===== src/rtl/perf_monitor_window_ctrl.sv =====
// perf_monitor_window_ctrl
// ------------------------
// Measurement sequencer for the bus performance monitor. One set of window
// statistics is shared among NUM_CH monitored valid/ready channels. Channels
// are picked round-robin from ch_mask_i. Each pick runs a window of
// max(window_len_i,1) cycles. The window collects request and completion
// handshake counts, the sum of the outstanding count over all cycles, and the
// peak outstanding count. occ_sum / out_cnt then gives the mean latency
// (Little's law).
//
// Optional feature (compile-time macro PERF_MON_MAX_OCC_EN):
//   defined   - peak-occupancy register is built; result_max_occ_o reports it.
//   undefined - no peak register; result_max_occ_o is tied to 0.
//
// Ports:
//   clk_i, rst_ni           clock, asynchronous active-low reset
//   enable_i                run the sampling sequence
//   ch_mask_i               channels eligible for selection
//   window_len_i            window length in cycles (0 behaves as 1)
//   inp_valid_i/ready_i     per-channel request-side handshake
//   oup_valid_i/ready_i     per-channel completion-side handshake
//   result_valid_o/ready_i  result handshake
//   result_ch_o             measured channel index
//   result_in_cnt_o         request handshakes in the window
//   result_out_cnt_o        completion handshakes in the window
//   result_occ_sum_o        sum of the outstanding count over window cycles
//   result_max_occ_o        peak outstanding count (0 when feature is off)
//   busy_o                  FSM is not in IDLE
//   state_o                 FSM state: 0 IDLE, 1 SELECT, 2 MEASURE, 3 REPORT
//
// Result handshake: result_valid_o is high only in REPORT. While it is high,
// every result_* output holds stable. A transfer happens on a clock edge
// where result_valid_o and result_ready_i are both high.
// CNT_WIDTH must be >= OCC_WIDTH.

module perf_monitor_window_ctrl #(
    parameter int NUM_CH    = 4,
    parameter int CNT_WIDTH = 32,
    parameter int OCC_WIDTH = 8,
    parameter int WIN_WIDTH = 16,
    localparam int CH_W     = (NUM_CH > 1) ? $clog2(NUM_CH) : 1
) (
    input  logic                 clk_i,
    input  logic                 rst_ni,
    input  logic                 enable_i,
    input  logic [NUM_CH-1:0]    ch_mask_i,
    input  logic [WIN_WIDTH-1:0] window_len_i,
    input  logic [NUM_CH-1:0]    inp_valid_i,
    input  logic [NUM_CH-1:0]    inp_ready_i,
    input  logic [NUM_CH-1:0]    oup_valid_i,
    input  logic [NUM_CH-1:0]    oup_ready_i,
    output logic                 result_valid_o,
    input  logic                 result_ready_i,
    output logic [CH_W-1:0]      result_ch_o,
    output logic [CNT_WIDTH-1:0] result_in_cnt_o,
    output logic [CNT_WIDTH-1:0] result_out_cnt_o,
    output logic [CNT_WIDTH-1:0] result_occ_sum_o,
    output logic [OCC_WIDTH-1:0] result_max_occ_o,
    output logic                 busy_o,
    output logic [1:0]           state_o
);

    typedef enum logic [1:0] {
        S_IDLE    = 2'd0,
        S_SELECT  = 2'd1,
        S_MEASURE = 2'd2,
        S_REPORT  = 2'd3
    } state_t;

    localparam int                   SUM_W   = CNT_WIDTH + 1;
    localparam logic [OCC_WIDTH-1:0] OCC_MAX = '1;

    state_t               r_state;
    state_t               w_state_nxt;
    logic [NUM_CH-1:0]    w_inc;
    logic [NUM_CH-1:0]    w_dec;
    logic [OCC_WIDTH-1:0] r_occ [NUM_CH];
    logic [OCC_WIDTH-1:0] w_occ_sel;
    logic [CH_W-1:0]      r_sel;
    logic [CH_W-1:0]      r_last;
    logic [CH_W-1:0]      w_next_ch;
    logic [WIN_WIDTH-1:0] r_cnt;
    logic [WIN_WIDTH-1:0] w_len;
    logic [CNT_WIDTH-1:0] r_in;
    logic [CNT_WIDTH-1:0] r_out;
    logic [CNT_WIDTH-1:0] r_sum;
    logic                 w_any;

    assign w_inc     = inp_valid_i & inp_ready_i;
    assign w_dec     = oup_valid_i & oup_ready_i;
    assign w_any     = |ch_mask_i;
    assign w_len     = (window_len_i == '0) ? WIN_WIDTH'(1) : window_len_i;
    assign w_occ_sel = r_occ[r_sel];

    function automatic logic [CNT_WIDTH-1:0] sat_inc(input logic [CNT_WIDTH-1:0] a,
                                                     input logic b);
        return (b && (a != '1)) ? a + 1'b1 : a;
    endfunction

    function automatic logic [CNT_WIDTH-1:0] sat_add(input logic [CNT_WIDTH-1:0] a,
                                                     input logic [OCC_WIDTH-1:0] b);
        logic [SUM_W-1:0] s;
        s = {1'b0, a} + SUM_W'(b);
        return s[CNT_WIDTH] ? '1 : s[CNT_WIDTH-1:0];
    endfunction

    // Outstanding counters run in every state. A simultaneous request and
    // completion cancel out.
    always_ff @(posedge clk_i or negedge rst_ni) begin
        if (!rst_ni) begin
            for (int c = 0; c < NUM_CH; c++) r_occ[c] <= '0;
        end else begin
            for (int c = 0; c < NUM_CH; c++) begin
                if (w_inc[c] && !w_dec[c] && (r_occ[c] != OCC_MAX))
                    r_occ[c] <= r_occ[c] + 1'b1;
                else if (w_dec[c] && !w_inc[c] && (r_occ[c] != '0))
                    r_occ[c] <= r_occ[c] - 1'b1;
            end
        end
    end

    // First eligible channel strictly after r_last, wrapping around.
    always_comb begin : b_next_ch
        logic            v_found;
        logic [CH_W-1:0] v_idx;
        w_next_ch = r_last;
        v_found   = 1'b0;
        v_idx     = '0;
        for (int i = 1; i <= NUM_CH; i++) begin
            v_idx = CH_W'((int'(r_last) + i) % NUM_CH);
            if (!v_found && ch_mask_i[v_idx]) begin
                w_next_ch = v_idx;
                v_found   = 1'b1;
            end
        end
    end

    // FSM: state register
    always_ff @(posedge clk_i or negedge rst_ni) begin
        if (!rst_ni) r_state <= S_IDLE;
        else         r_state <= w_state_nxt;
    end

    // FSM: next state
    always_comb begin
        w_state_nxt = r_state;
        case (r_state)
            S_IDLE:    if (enable_i && w_any) w_state_nxt = S_SELECT;
            S_SELECT:  w_state_nxt = w_any ? S_MEASURE : S_IDLE;
            S_MEASURE: if (r_cnt == WIN_WIDTH'(1)) w_state_nxt = S_REPORT;
            S_REPORT:  if (result_ready_i) w_state_nxt = enable_i ? S_SELECT : S_IDLE;
            default:   w_state_nxt = S_IDLE;
        endcase
    end

    // FSM: outputs
    always_comb begin
        result_valid_o = (r_state == S_REPORT);
        busy_o         = (r_state != S_IDLE);
        state_o        = r_state;
    end

    // Window datapath. The accumulators only move in MEASURE, so they stay
    // stable through REPORT.
    always_ff @(posedge clk_i or negedge rst_ni) begin
        if (!rst_ni) begin
            r_sel  <= '0;
            r_last <= CH_W'(NUM_CH - 1);
            r_cnt  <= '0;
            r_in   <= '0;
            r_out  <= '0;
            r_sum  <= '0;
        end else begin
            case (r_state)
                S_SELECT: if (w_any) begin
                    r_sel <= w_next_ch;
                    r_cnt <= w_len;
                    r_in  <= '0;
                    r_out <= '0;
                    r_sum <= '0;
                end
                S_MEASURE: begin
                    r_cnt <= r_cnt - 1'b1;
                    r_in  <= sat_inc(r_in, w_inc[r_sel]);
                    r_out <= sat_inc(r_out, w_dec[r_sel]);
                    r_sum <= sat_add(r_sum, w_occ_sel);
                end
                S_REPORT: if (result_ready_i) r_last <= r_sel;
                default: ;
            endcase
        end
    end

`ifdef PERF_MON_MAX_OCC_EN
    logic [OCC_WIDTH-1:0] r_max;

    always_ff @(posedge clk_i or negedge rst_ni) begin
        if (!rst_ni) begin
            r_max <= '0;
        end else if ((r_state == S_SELECT) && w_any) begin
            r_max <= '0;
        end else if ((r_state == S_MEASURE) && (w_occ_sel > r_max)) begin
            r_max <= w_occ_sel;
        end
    end

    assign result_max_occ_o = r_max;
`else
    assign result_max_occ_o = '0;
`endif

    assign result_ch_o      = r_sel;
    assign result_in_cnt_o  = r_in;
    assign result_out_cnt_o = r_out;
    assign result_occ_sum_o = r_sum;

endmodule


===== config.mk =====
export PLATFORM = sky130hd
export DESIGN_NAME = perf_monitor_window_ctrl
export DESIGN_NICKNAME = d
export VERILOG_FILES = /design/src/rtl/perf_monitor_window_ctrl.sv
export SDC_FILE = /design/constraint.sdc
export NUM_CORES = 1
export LEC_CHECK = 0
export CORE_MARGIN = 2
export CORE_UTILIZATION = 35
export DETAILED_ROUTE_END_ITERATION = 12
export SETUP_SLACK_MARGIN = 0.02
export SYNTH_ARGS = -nofsm -noshare
export SYNTH_HDL_FRONTEND = slang
export SYNTH_SLANG_ARGS = --single-unit

===== constraint.sdc =====
create_clock -name clk_i -period 6.6 [get_ports clk_i]
set_clock_uncertainty 0.15 [all_clocks]
set_input_delay 1.32 -clock clk_i [delete_from_list [all_inputs] [get_ports clk_i]]
set_output_delay 1.32 -clock clk_i [all_outputs]
set_load 0.01 [all_outputs]

=== Word-level counts from Yosys, hierarchy flattened ===
Cells that the tools add are included.

* Register bits: 150
* Input bits: 40
* Output and inout port bits: 110
* Logic and storage cells: 150

* $add $sub $neg: 16
* $lt $le $gt $ge: 6
* Eq/ne operators: 16
* Mux-type cells: 46
* Bitwise gates (word level): 3
* Reductions and logical operators: 52

{| class="wikitable"
|+ Operator list
! operator !! number
|-
| one-hot mux 32 bit (2 select lines) || 3
|-
| two-way mux 32 bit || 4
|-
| two-way mux 8 bit || 10
|-
| adder 32 x 1 -> 32 bit (second input constant) || 2
|-
| != test 32 bit (second input constant) || 2
|-
| adder 32 x 8 -> 33 bit || 1
|-
| adder 8 x 1 -> 8 bit (second input constant) || 4
|-
| two-way mux 16 bit || 2
|-
| != test 8 bit (second input constant) || 4
|-
| one-hot mux 16 bit (2 select lines) || 1
|-
| nonzero test 8 bit || 4
|-
| subtractor 8 x 1 -> 8 bit (second input constant) || 4
|-
| logical AND 1 bit || 22
|-
| binary-select mux 8 bit (select 2 bit) || 1
|-
| equality test 16 x 1 -> 1 bit (second input constant) || 1
|-
| logical NOT 16 bit || 1
|-
| two-way mux 2 bit || 8
|-
| subtractor 16 x 1 -> 16 bit (second input constant) || 1
|-
| less-than comparator 2 x 3 -> 1 bit (second input constant) || 5
|-
| binary-select mux 1 bit (select 2 bit) || 6
|-
| nonzero test 2 bit || 6
|-
| logical NOT 1 bit || 11
|-
| two-way mux 1 bit || 10
|-
| != test 2 bit (second input constant) || 5
|-
| 13 further kinds || 21
|}

=== Depth between registers and ports, before layout ===
* Depth after elaboration: 13
* Gate-level depth with buffers: 11
* Depth with buffers taken out: 9

=== Least setup slack after synthesis ===
Ideal clock, no wire load.

* Path type: register to register
* Start: reg r_sel[1] (netlist: result_ch_o[1])
* End: reg r_sum[19] (netlist: result_occ_sum_o[19])
* Setup time: 0.120 ns
* Arrival: 3.489 ns
* Required time: 6.330 ns
* Slack: 2.840 ns
* Cell stages (with the launch flop): 11
* Path buffers: 1
* Period minus slack after synthesis: 3.760 ns
* Path through: dfrtp_1 -> buf_1 -> mux4_2 -> ha_1 -> fa_1 -> a211oi_1 -> o21ai_1 -> o21ai_1 -> nor3_1 -> or4_1 -> o211a_1

* Cells in the longest elaborated chain, start to end: 7

{| class="wikitable"
|+ RTL lines
! element !! RTL line !! source
|-
| start, declared || 79 || <nowiki>logic [CH_W-1:0] r_sel;</nowiki>
|-
| start signal, assigned || 176 || <nowiki>r_sel <= w_next_ch;</nowiki>
|-
| inverter 2 -> 3 bit (not written as such) || 93 || <nowiki>assign w_occ_sel = r_occ[r_sel];</nowiki>
|-
| binary-select mux 8 bit (select 2 bit) || 93 ||
|-
| two-way mux 8 bit (not written as such) (2 in a row) || 93 ||
|-
| adder 32 x 8 -> 33 bit || 103 || <nowiki>s = {1'b0, a} + SUM_W'(b);</nowiki>
|-
| two-way mux 32 bit || 104 || <nowiki>return s[CNT_WIDTH] ? '1 : s[CNT_WIDTH-1:0];</nowiki>
|-
| one-hot mux 32 bit (2 select lines) || 174 || <nowiki>case (r_state)</nowiki>
|-
| end signal, assigned || 186 || <nowiki>r_sum <= sat_add(r_sum, w_occ_sel);</nowiki>
|-
| end, declared || 86 || <nowiki>logic [CNT_WIDTH-1:0] r_sum;</nowiki>
|}

No other way between the ends. The select of a mux whose other input is x is not followed.
A chain may end at the register's enable or synchronous reset.

=== Worst setup path in the final report ===
Ends and elaborated chain as after synthesis.

==> flow_summary_export.csv <==
group,metric,value,unit
run_status,status,"finished clean",
setup_path,required,6.76,ns
layout,area_growth_syn_to_layout,24.58,%
clock_tree,numCtsBuffers,17,
floorplanning,core-area,26730,um2
timing,setup_viol,0,
synthesis,synth_cell_type_count,66,
global_route,gr-usage-met1,25.60,%
placement,port_buffers,141,
timing,worst_slew_pin_slew,0.9931,ns
placement,dp_hpwl,19190,um
clock_tree,cts_setup_buffers,0,
layout,drive_gt1_share,6.566,%
floorplanning,die_width,168.5,um
global_route,grt_max_degree,81,
timing,timing.fmax,228.5,MHz
synthesis,synth_top_area_share,39.11,%
layout,num-nets-final,1257,
synthesis,synth_ff_type,"dfrtp_1",
synthesis,syn_inst,1045,
timing,rsz0062_at_grt,"false",
timing,fin_crit,4.377,ns
synthesis,synth_warnings,0,
global_route,track_usage,18.77,%
clock_tree,cts_root_buffer,"clkbuf_16",
synthesis,synth_edf_count,0,
setup_path,crit_type,"reg2reg",
detailed_routing,first_pass_iters,6,
synthesis,netlist_area,9469,um2
synthesis,yosysTopAreaCell,"dfrtp_1",
synthesis,syn_avg_cell_area,9.061,um2
floorplanning,io_pins,150,
power_and_ir_drop,max-vdd-ir-drop,0.0002446,V
min_path,hp-class,"reg2reg",
global_route,grt_pass1_vias,8423,
detailed_routing,antenna_left,0,
setup_path,crit_arrival,4.54,ns
timing,setup_tns,0,ns
synthesis,synthArstFlopShare,100.0,%
timing,whs,0.3594,ns
layout,stdcell_count,1529,
timing,slew-limit-headroom,33.72,%
clock_tree,clk_path_buf_depth,2,
setup_path,worst_setup_path_end_kind,"flip-flop",
clock_tree,htreeDepth,4,
setup_path,timing.critical_path.fanout_max,14,
setup_path,r2r_start,"result_ch_o[1]",
global_route,grt-ovfl-total,0,
global_route,gr-usage-met2,31.13,%
clock_tree,cts.reportedPaths.clkPinSlew,0.07,ns
timing,period_share,66.32,%
floorplanning,dieHeight,168.5,um
layout,antenna_cells,0,
detailed_routing,vias,8558,
floorplanning,row_count,60,
detailed_routing,drt_iter0_markers,563,
clock_tree,cts.sinks,150,
detailed_routing,wl_per_cell,17.04,um
layout,fillers,2601,
clock_tree,cts_tree,"done",
run,cap_violations,0,
detailed_routing,vias_per_cell,5.597,
global_route,antenna_found_initial,0,
clock_tree,ctsResizeCount,0,
placement,place_congestion,0.8323,
synthesis,seq_area_frac_synth,39.67,%
floorplanning,initial_core_util,35.43,%
timing,hold_viol,0,
global_route,top_usage_layer,"met2",
power_and_ir_drop,leakagePower,0.004699,uW
min_path,hp-start,"r_cnt[15]",
clock_tree,insertion_delay,0.43,ns
global_route,use_met3,3.577,%
timing,slew_violations,0,
setup_path,setup.worst_path.start_class,"flip-flop",
detailed_routing,wirelength,26060,um
clock_tree,ctsHoldBuffers,0,
synthesis,synthTopCellsByArea,"dfrtp_1 (39%), nor2_1 (4.8%), ha_1 (4.8%), xor2_1 (4.1%), nand2_1 (3.9%)",
setup_path,cp-startpoint,"result_ch_o[1]",
synthesis,ys_ff_latch,150,
placement,dp.cells,1498,
global_route,grt_pass1_wl,43260,um
power_and_ir_drop,powerDensity,415.4,nW/um2
floorplanning,dieArea,28390,um2
detailed_routing,drc,0,
[cells by family after synthesis]
kind of cell | Yosys count | share of synthesized area, %
AOI/OAI and AO/OA | 216 | 15.05
xor gates and xnor gates | 75 | 6.937
adders and majority gates | 41 | 5.814
buffers and inverters | 69 | 3.211
DFF | 150 | 39.67
muxes | 33 | 5.061
other | 1 | 0.03960
and+or+nand+nor | 460 | 24.22
[cells in the mapped netlist, drive strengths merged, types with 11 or more instances]
| library cell | instances |
|---|---|
| nor2 | 123 |
| nand3 | 50 |
| nor3 | 32 |
| nand4 | 46 |
| nand2 | 98 |
| a211oi | 11 |
| mux4 | 11 |
| a31oi | 19 |
| xnor2 | 31 |
| dfrtp | 148 |
| ha | 36 |
| inv | 24 |
| o211ai | 18 |
| a21o | 12 |
| a21oi | 69 |
| buf | 16 |
| nor4 | 39 |
| clkbuf | 29 |
| o21ai | 33 |
| and2 | 15 |
| mux2i | 13 |
| xor2 | 44 |
[where the power goes]
part | switching (uW) | total (uW) | internal (uW)
Combinational | 1210 | 2300 | 1090
Clock | 413 | 986 | 572
Sequential | 424 | 1620 | 1190
Total | 2050 | 4900 | 2850
[cell type report]
type	instances	area, um2	share of cell area, %
Tap cell	341	426.7	3.617
Sequential cell	150	3756	31.84
Timing Repair Buffer	150	1480	12.55
Clock inverter	12	145.1	1.230
Clock buffer	19	442.9	3.755
Inverter	24	92.59	0.7849
Multi-Input combinational cell	833	5453	46.22
[path summary, 6_finish.rpt]
path	to	slack [ns]	cells past startpoint
worst min-delay path	r_cnt[15]	0.36	1
max in group asynchronous	result_in_cnt_o[0]	4.17	2
min in group asynchronous	result_out_cnt_o[0]	0.76	1
worst max-delay path	result_occ_sum_o[19]	2.22	10
worst max register to register	result_occ_sum_o[19]	2.22	10
worst min register to register	r_cnt[15]	0.36	1
[state kept, by name, summed over array words and instances, names as in the netlist, named ones only]
signal and cells:
r_cnt 16, result_out_cnt_o 32, result_occ_sum_o 32, result_ch_o 2
r_occ 32, result_in_cnt_o 32, state_o 1, r_last 2
[per-stage QoR]
| step | util, % | area (um2) | total power [uW] | worst slack [ns] |
|---|---|---|---|---|
| global placement | 41.94 | 11210 | 3877 | 2.076 |
| detailed placement | 41.94 | 11210 | 3920 | 1.954 |
| global route | 44.14 | 11800 | 5299 | 2.013 |
| floorplan | - | 9495 | 3144 | 2.840 |
| finish | 44.14 | 11800 | 4900 | 2.223 |
| CTS | 44.14 | 11800 | 4934 | 2.236 |
[critical path, cell delays in order, from the launching register on]
cell      delay, ns
dfrtp_1        0.72
mux4_2         0.58
ha_1           0.24
fa_1           0.43
a211oi_1       0.27
o21ai_1        0.21
o21ai_1        0.57
nor3_1         0.27
buf_4          0.23
or4_1          0.46
o211a_1        0.13
[layer usage]
layer  routed length, um  vias to the layer above
met5                   0                        -
met3                1278                       28
met1               12170                     4155
li1                    -                     4136
met2               12300                      239
met4                 312                        0
[cell usage in the layout (no fill, tap or decap), drive strengths merged, types with 6 or more instances in the layout]
master / count
buf: 10
clkinv: 6
inv: 27
mux2i: 13
nand2: 98
or4: 6
and4: 10
mux4: 11
and2: 15
xor2: 44
nand2b: 7
o41ai: 7
nor2: 123
clkdlybuf4s50: 140
a21o: 12
xnor2: 31
nor3: 32
a31o: 8
a31oi: 19
nand4: 46
o21ai: 33
o211ai: 18
and3: 9
a211oi: 11
dfrtp: 148
conb: 8
ha: 36
nor4: 39
clkbuf: 19
mux2: 9
o311ai: 6
nand3: 50
a21oi: 69
or3: 8
No activity file was read; power rests on OpenSTA's default activity.
